===== src/rtl/twos_complement_serial.sv =====
// ---------------------------------------------------------------------------
// twos_complement_serial
//   Multi-cycle two's-complement negation unit. A WIDTH-bit operand is
//   negated CHUNK bits per cycle, least-significant chunk first. The carry
//   ripples between chunks through a register. Valid/ready handshakes are
//   used on both sides, and only one operation is in flight at a time.
//   The unit reports zero and overflow (most-negative operand) alongside the
//   result.
//
// Parameters
//   WIDTH  operand/result width in bits (>= 2)
//   CHUNK  bits processed per cycle (WIDTH % CHUNK == 0)
//
// Ports
//   clk        in   rising-edge clock
//   reset      in   asynchronous, active-low reset
//   in_valid   in   operand present
//   in_ready   out  block can accept an operand (high in IDLE)
//   operand    in   value to negate
//   abs_mode   in   (only with TWOS_COMPLEMENT_ABS_EN) absolute-value request
//   out_valid  out  result, zero and overflow are valid
//   out_ready  in   consumer takes the result
//   result     out  -operand mod 2^WIDTH (or |operand| in abs mode)
//   zero       out  operand was 0
//   overflow   out  operand was the most-negative value
//
// Configuration macro
//   TWOS_COMPLEMENT_ABS_EN  adds abs_mode. A non-negative operand then passes
//                           through unchanged with the same latency.
// ---------------------------------------------------------------------------
module twos_complement_serial #(
    parameter int WIDTH = 32,
    parameter int CHUNK = 8
) (
    input  logic             clk,
    input  logic             reset,
    input  logic             in_valid,
    output logic             in_ready,
    input  logic [WIDTH-1:0] operand,
`ifdef TWOS_COMPLEMENT_ABS_EN
    input  logic             abs_mode,
`endif
    output logic             out_valid,
    input  logic             out_ready,
    output logic [WIDTH-1:0] result,
    output logic             zero,
    output logic             overflow
);

    localparam int N  = WIDTH / CHUNK;
    localparam int CW = (N > 1) ? $clog2(N) : 1;

    localparam logic [1:0] ST_IDLE = 2'd0;
    localparam logic [1:0] ST_BUSY = 2'd1;
    localparam logic [1:0] ST_DONE = 2'd2;

    generate
        if ((WIDTH < 2) || (CHUNK < 1) || ((WIDTH % CHUNK) != 0)) begin : g_param_check
            $error("twos_complement_serial: WIDTH must be >= 2 and a multiple of CHUNK");
        end
    endgenerate

    // Operand classification helpers, evaluated once at accept time.
    function automatic logic is_zero(input logic [WIDTH-1:0] v);
        return (v == {WIDTH{1'b0}});
    endfunction

    function automatic logic is_most_neg(input logic [WIDTH-1:0] v);
        return (v == {1'b1, {(WIDTH-1){1'b0}}});
    endfunction

    logic [1:0]       state_q,    state_d;
    logic [WIDTH-1:0] sreg_q,     sreg_d;
    logic             carry_q,    carry_d;
    logic [CW-1:0]    count_q,    count_d;
    logic             zero_q,     zero_d;
    logic             overflow_q, overflow_d;

    // Pass-through flag: set when abs mode sees a non-negative operand.
    logic             pass_s;
`ifdef TWOS_COMPLEMENT_ABS_EN
    logic             pass_q, pass_d;
    assign pass_s = pass_q;
`else
    assign pass_s = 1'b0;
`endif

    logic [CHUNK-1:0] chunk_s;
    logic             carry_add_s;
    logic [CHUNK:0]   sum_s;
    logic [WIDTH-1:0] shifted_s;
    logic [WIDTH-1:0] insert_s;

    // Per-chunk datapath: inverted low chunk plus rippled carry (or raw pass-through).
    always_comb begin
        chunk_s     = {CHUNK{1'b0}};
        carry_add_s = 1'b0;
        if (pass_s) begin
            chunk_s     = sreg_q[CHUNK-1:0];
            carry_add_s = 1'b0;
        end else begin
            chunk_s     = ~sreg_q[CHUNK-1:0];
            carry_add_s = carry_q;
        end
        sum_s     = {1'b0, chunk_s} + {{CHUNK{1'b0}}, carry_add_s};
        // The shift by CHUNK also covers CHUNK == WIDTH, where it yields all zeros.
        shifted_s = sreg_q >> CHUNK;
        insert_s  = WIDTH'(sum_s[CHUNK-1:0]) << (WIDTH - CHUNK);
    end

    // Next-state logic for the IDLE/BUSY/DONE sequencer and its datapath registers.
    always_comb begin
        state_d    = state_q;
        sreg_d     = sreg_q;
        carry_d    = carry_q;
        count_d    = count_q;
        zero_d     = zero_q;
        overflow_d = overflow_q;
`ifdef TWOS_COMPLEMENT_ABS_EN
        pass_d     = pass_q;
`endif
        case (state_q)
            ST_IDLE: begin
                if (in_valid) begin
                    sreg_d     = operand;
                    carry_d    = 1'b1;
                    count_d    = {CW{1'b0}};
                    zero_d     = is_zero(operand);
                    overflow_d = is_most_neg(operand);
`ifdef TWOS_COMPLEMENT_ABS_EN
                    pass_d     = abs_mode & ~operand[WIDTH-1];
`endif
                    state_d    = ST_BUSY;
                end else begin
                    state_d    = ST_IDLE;
                end
            end
            ST_BUSY: begin
                sreg_d  = shifted_s | insert_s;
                // The carry out of the final chunk is dropped with the next accept.
                carry_d = sum_s[CHUNK];
                count_d = count_q + {{(CW-1){1'b0}}, 1'b1};
                if (count_q == CW'(N - 1)) begin
                    state_d = ST_DONE;
                end else begin
                    state_d = ST_BUSY;
                end
            end
            ST_DONE: begin
                if (out_ready) begin
                    state_d = ST_IDLE;
                end else begin
                    state_d = ST_DONE;
                end
            end
            default: begin
                state_d = ST_IDLE;
            end
        endcase
    end

    // State and datapath registers with asynchronous active-low reset.
    always_ff @(posedge clk or negedge reset) begin
        if (!reset) begin
            state_q    <= ST_IDLE;
            sreg_q     <= {WIDTH{1'b0}};
            carry_q    <= 1'b0;
            count_q    <= {CW{1'b0}};
            zero_q     <= 1'b0;
            overflow_q <= 1'b0;
`ifdef TWOS_COMPLEMENT_ABS_EN
            pass_q     <= 1'b0;
`endif
        end else begin
            state_q    <= state_d;
            sreg_q     <= sreg_d;
            carry_q    <= carry_d;
            count_q    <= count_d;
            zero_q     <= zero_d;
            overflow_q <= overflow_d;
`ifdef TWOS_COMPLEMENT_ABS_EN
            pass_q     <= pass_d;
`endif
        end
    end

    // Outputs come straight from flops. in_ready reads 1 during reset because state is IDLE.
    assign in_ready  = (state_q == ST_IDLE);
    assign out_valid = (state_q == ST_DONE);
    assign result    = sreg_q;
    assign zero      = zero_q;
    assign overflow  = overflow_q;

endmodule


===== config.mk =====
export PLATFORM = sky130hd
export DESIGN_NAME = twos_complement_serial
export DESIGN_NICKNAME = d
export VERILOG_FILES = /design/src/rtl/twos_complement_serial.sv
export SDC_FILE = /design/constraint.sdc
export NUM_CORES = 1
export LEC_CHECK = 0
export BUFFER_PORTS_ARGS = -buffer_cell sky130_fd_sc_hd__buf_2
export CAP_MARGIN = 15
export CORE_MARGIN = 2
export CORE_UTILIZATION = 35
export CTS_CLUSTER_SIZE = 20
export DETAILED_ROUTE_END_ITERATION = 6
export GPL_TIMING_DRIVEN = 0
export PLACE_DENSITY = 0.61
export SLEW_MARGIN = 20
export SYNTH_ARGS = -nofsm -noshare
export SYNTH_HDL_FRONTEND = slang
export SYNTH_SLANG_ARGS = --single-unit

===== constraint.sdc =====
create_clock -name clk -period 2.3 [get_ports clk]
set_input_delay 0.46 -clock clk [delete_from_list [all_inputs] [get_ports clk]]
set_output_delay 0.46 -clock clk [all_outputs]
set_load 0.02 [all_outputs]

==> flow_metrics.py <==
metrics = {
    "route": {
        "wl_met3_um": 468,
        "routed-via-count": 1936,
        "finalWirelength_um": 6000,
        "vias_per_cell": 5.20,
        "antenna_left": 0,
        "wire_per_inst_um": 16.1,
        "drt_iter0_drc": 128,
        "highest_layer": "met4",
        "route.met2.wl_um": 2730,
        "first_pass_iters": 4,
        "met1_length_um": 2730,
        "drc": 0,
    },
    "layout": {
        "n_fill_cell": 563,
        "syn2layout_area_growth_pct": 29.0,
        "drive_gt1_share_pct": 29.7,
        "fin_nets": 338,
        "seq_area_um2": 976,
        "n_antenna_cell": 0,
        "multi_input_area_um2": 900,
        "finalNonFillerCells": 372,
    },
    "synth": {
        "synth_edf_count": 0,
        "seq_area_frac_synth_pct": 50.2,
        "synth_flop_cell": "dfrtp_1",
        "ys_top_cells_by_area": "dfrtp_1 50%, nand2_1 11%, a31oi_1 7.7%",
        "synth_warnings": 0,
        "async_reset_ff_share_pct": 100,
        "syn_nets": 260,
        "avgSynthCellArea_um2": 8.79,
        "synth.top_cell.area_share_pct": 50.2,
        "syn_inst": 221,
        "ys_ff_latch": 39,
        "ys_types": 36,
        "synth_top_cell_by_area": "dfrtp_1",
        "syn-cell-area_um2": 1940,
    },
    "power_and_ir_drop": {
        "peakVddDrop_v": 0.000619,
        "pwr_density_cell_nw_per_um2": 1640,
        "p_leak_nw": 1.20,
    },
    "worst_setup_path": {
        "start_kind": "register",
        "crit_arrival_ns": 1.90,
        "r2r-end": "result[29]",
        "endpoint": "result[29]",
        "crit_fanout": 4,
        "reg2reg_depth": 6,
        "path_class": "register to register",
        "crit_path_end_kind": "register",
        "rrSetupSlack_ns": 0.57,
        "cp-startpoint": "result[0]",
        "crit_required_ns": 2.47,
        "r2r-start": "result[0]",
    },
    "clocking": {
        "post_cts_buffers": 0,
        "insertion_delay_ns": 0.30,
        "numCtsBuffers": 5,
        "cts_htree_levels": 2,
        "cts_resized": 0,
        "cts_tree": "built",
        "postCtsHoldBufs": 0,
        "clk_pin_slew_ns": 0.08,
        "clkSinkCount": 39,
        "cts_buffer_depth": 2,
        "cts_root_buffer": "clkbuf_8",
    },
    "placed_design": {
        "hpwl_um": 4520,
        "place.gp.congestion": 0.871,
        "port_buffers": 71,
        "placed_cells": 364,
    },
    "sta": {
        "setup-tns-final_ns": 0,
        "slew_headroom_pct": 40.5,
        "worst_pin_slew_ns": 0.892,
        "fin_crit_sh_pct": 75.3,
        "rsz0062_at_grt": "false",
        "slew_violations": 0,
        "setup_viol": 0,
        "fin_skew_ns": 0.00800,
        "hold_viol_final": 0,
        "min_period_ns": 1.73,
        "max_freq_mhz": 577,
    },
    "global_route": {
        "grt_max_degree": 40,
        "grt.total_usage_pct": 20.3,
        "antenna_found_initial": 0,
        "first_global_vias": 1788,
        "grt_first_pass_wirelength_um": 9490,
        "globalRouteOverflowTotal": 0,
    },
    "floorplanning": {
        "initial_core_util_pct": 35.7,
        "num_io_pins": 72,
        "core_um2": 5440,
        "num_rows": 27,
        "die_y_um": 78.5,
        "die_w_um": 78.5,
        "die_area_um2": 6160,
    },
    "hold_path": {
        "hold_class": "primary input to async pin",
    },
    "outcome": {
        "status": "finished, final reports clean",
    },
    "job": {
        "maxCapViolCount": 0,
    },
}
==> cell type report <==
cell class                      count  area share, %
Clock buffer                        6           3.30
Clock inverter                      2           1.40
Buffer                             13           2.40
Sequential cell                    39           38.9
Tap cell                           72           3.59
Multi-Input combinational cell    167           35.9
Timing Repair Buffer               71           14.2
Inverter                            2          0.300
==> Yosys cell counts (3+ instances only) <==
library cell / instances
a21oi_1: 4
buf_2: 3
o21ai_0: 6
nor4_1: 7
dfrtp_1: 39
nor2_1: 30
nand2_1: 57
clkbuf_1: 3
buf_1: 5
a31oi_1: 24
ha_1: 3
nor2b_1: 3
xnor2_1: 3
==> worst min-delay path by stage <==
stage           from          end  slack, ns
5_1_grt        reset   result[29]       0.35
2_1_floorplan  reset  carry_add_s       0.16
6_report       reset   result[28]       0.28
3_3_place_gp    zero         zero       0.47
4_1_cts        reset   result[21]       0.32
3_5_place_dp    zero         zero       0.47
==> registers in the layout, indices dropped and copies added, names as in the netlist <==
name / count
result: 32
count_q: 2
state_q: 2
carry_add_s: 1
overflow: 1
zero: 1
==> kinds of logic (layout without fill, tap and decap cells) <==
logic type / Yosys count / after routing / synth area share [%]
compound gates: 45 / 45 / 15.3
xor+xnor: 5 / 5 / 2.25
fa+ha+maj: 3 / 3 / 1.93
buf+inv: 15 / 94 / 3.48
flops: 39 / 39 / 50.2
mux: 1 / 1 / 0.515
simple gates: 113 / 113 / 26.3
==> through the flow <==
step / utilization, % / instance area [um^2] / total power, mW / hold WS, ns / worst slack (ns)
after detailed placement: 43.9 / 2390 / 3.52 / 0.470 / 0.529
after global routing: 46.1 / 2510 / 4.43 / 0.352 / 0.433
after CTS: 46.1 / 2510 / 4.13 / 0.315 / 0.566
final: 46.1 / 2510 / 4.11 / 0.278 / 0.567
after floorplan: - / 1940 / 2.75 / 0.164 / 0.637
after global placement: 43.9 / 2390 / 3.49 / 0.474 / 0.487
==> critical path, cell delays in order (launching register included) <==
cell and delay [ns]:
dfrtp_1 0.37, inv_1 0.10, ha_1 0.18, or4b_4 0.50
nor2_1 0.16, xor2_1 0.21, a21oi_1 0.09
==> metal layers <==
metal | vias to the layer above | global-route usage, %
met1 | 930 | 29.3
met4 | 0 | 5.79
met5 | - | 0
met2 | 71 | 30.1
met3 | 6 | 5.17
li1 | 929 | -
==> power by group <==
part,switching [mW],internal (mW)
clock network,0.257,0.351
logic,1.36,0.753
registers,0.350,1.04
total,1.96,2.14
==> cell usage in the layout (no fill, tap or decap), types with 2 or more instances in the layout <==
master and instances:
nor3_1 2, a22o_1 2, nor2b_1 3, nand3b_1 2, buf_4 2, a21oi_1 4
o31ai_1 2, ha_1 3, xor2_1 2, o21ai_0 6, clkbuf_1 3, clkbuf_8 6
a31oi_1 24, nor2_1 30, xnor2_1 3, nand2b_1 2, dfrtp_1 39, buf_1 5
inv_1 2, nor4_1 7, a221o_1 2, a211oi_1 2, buf_2 74, nand2_1 57
nand3_1 2
No activity file was read; power rests on OpenSTA's default activity.
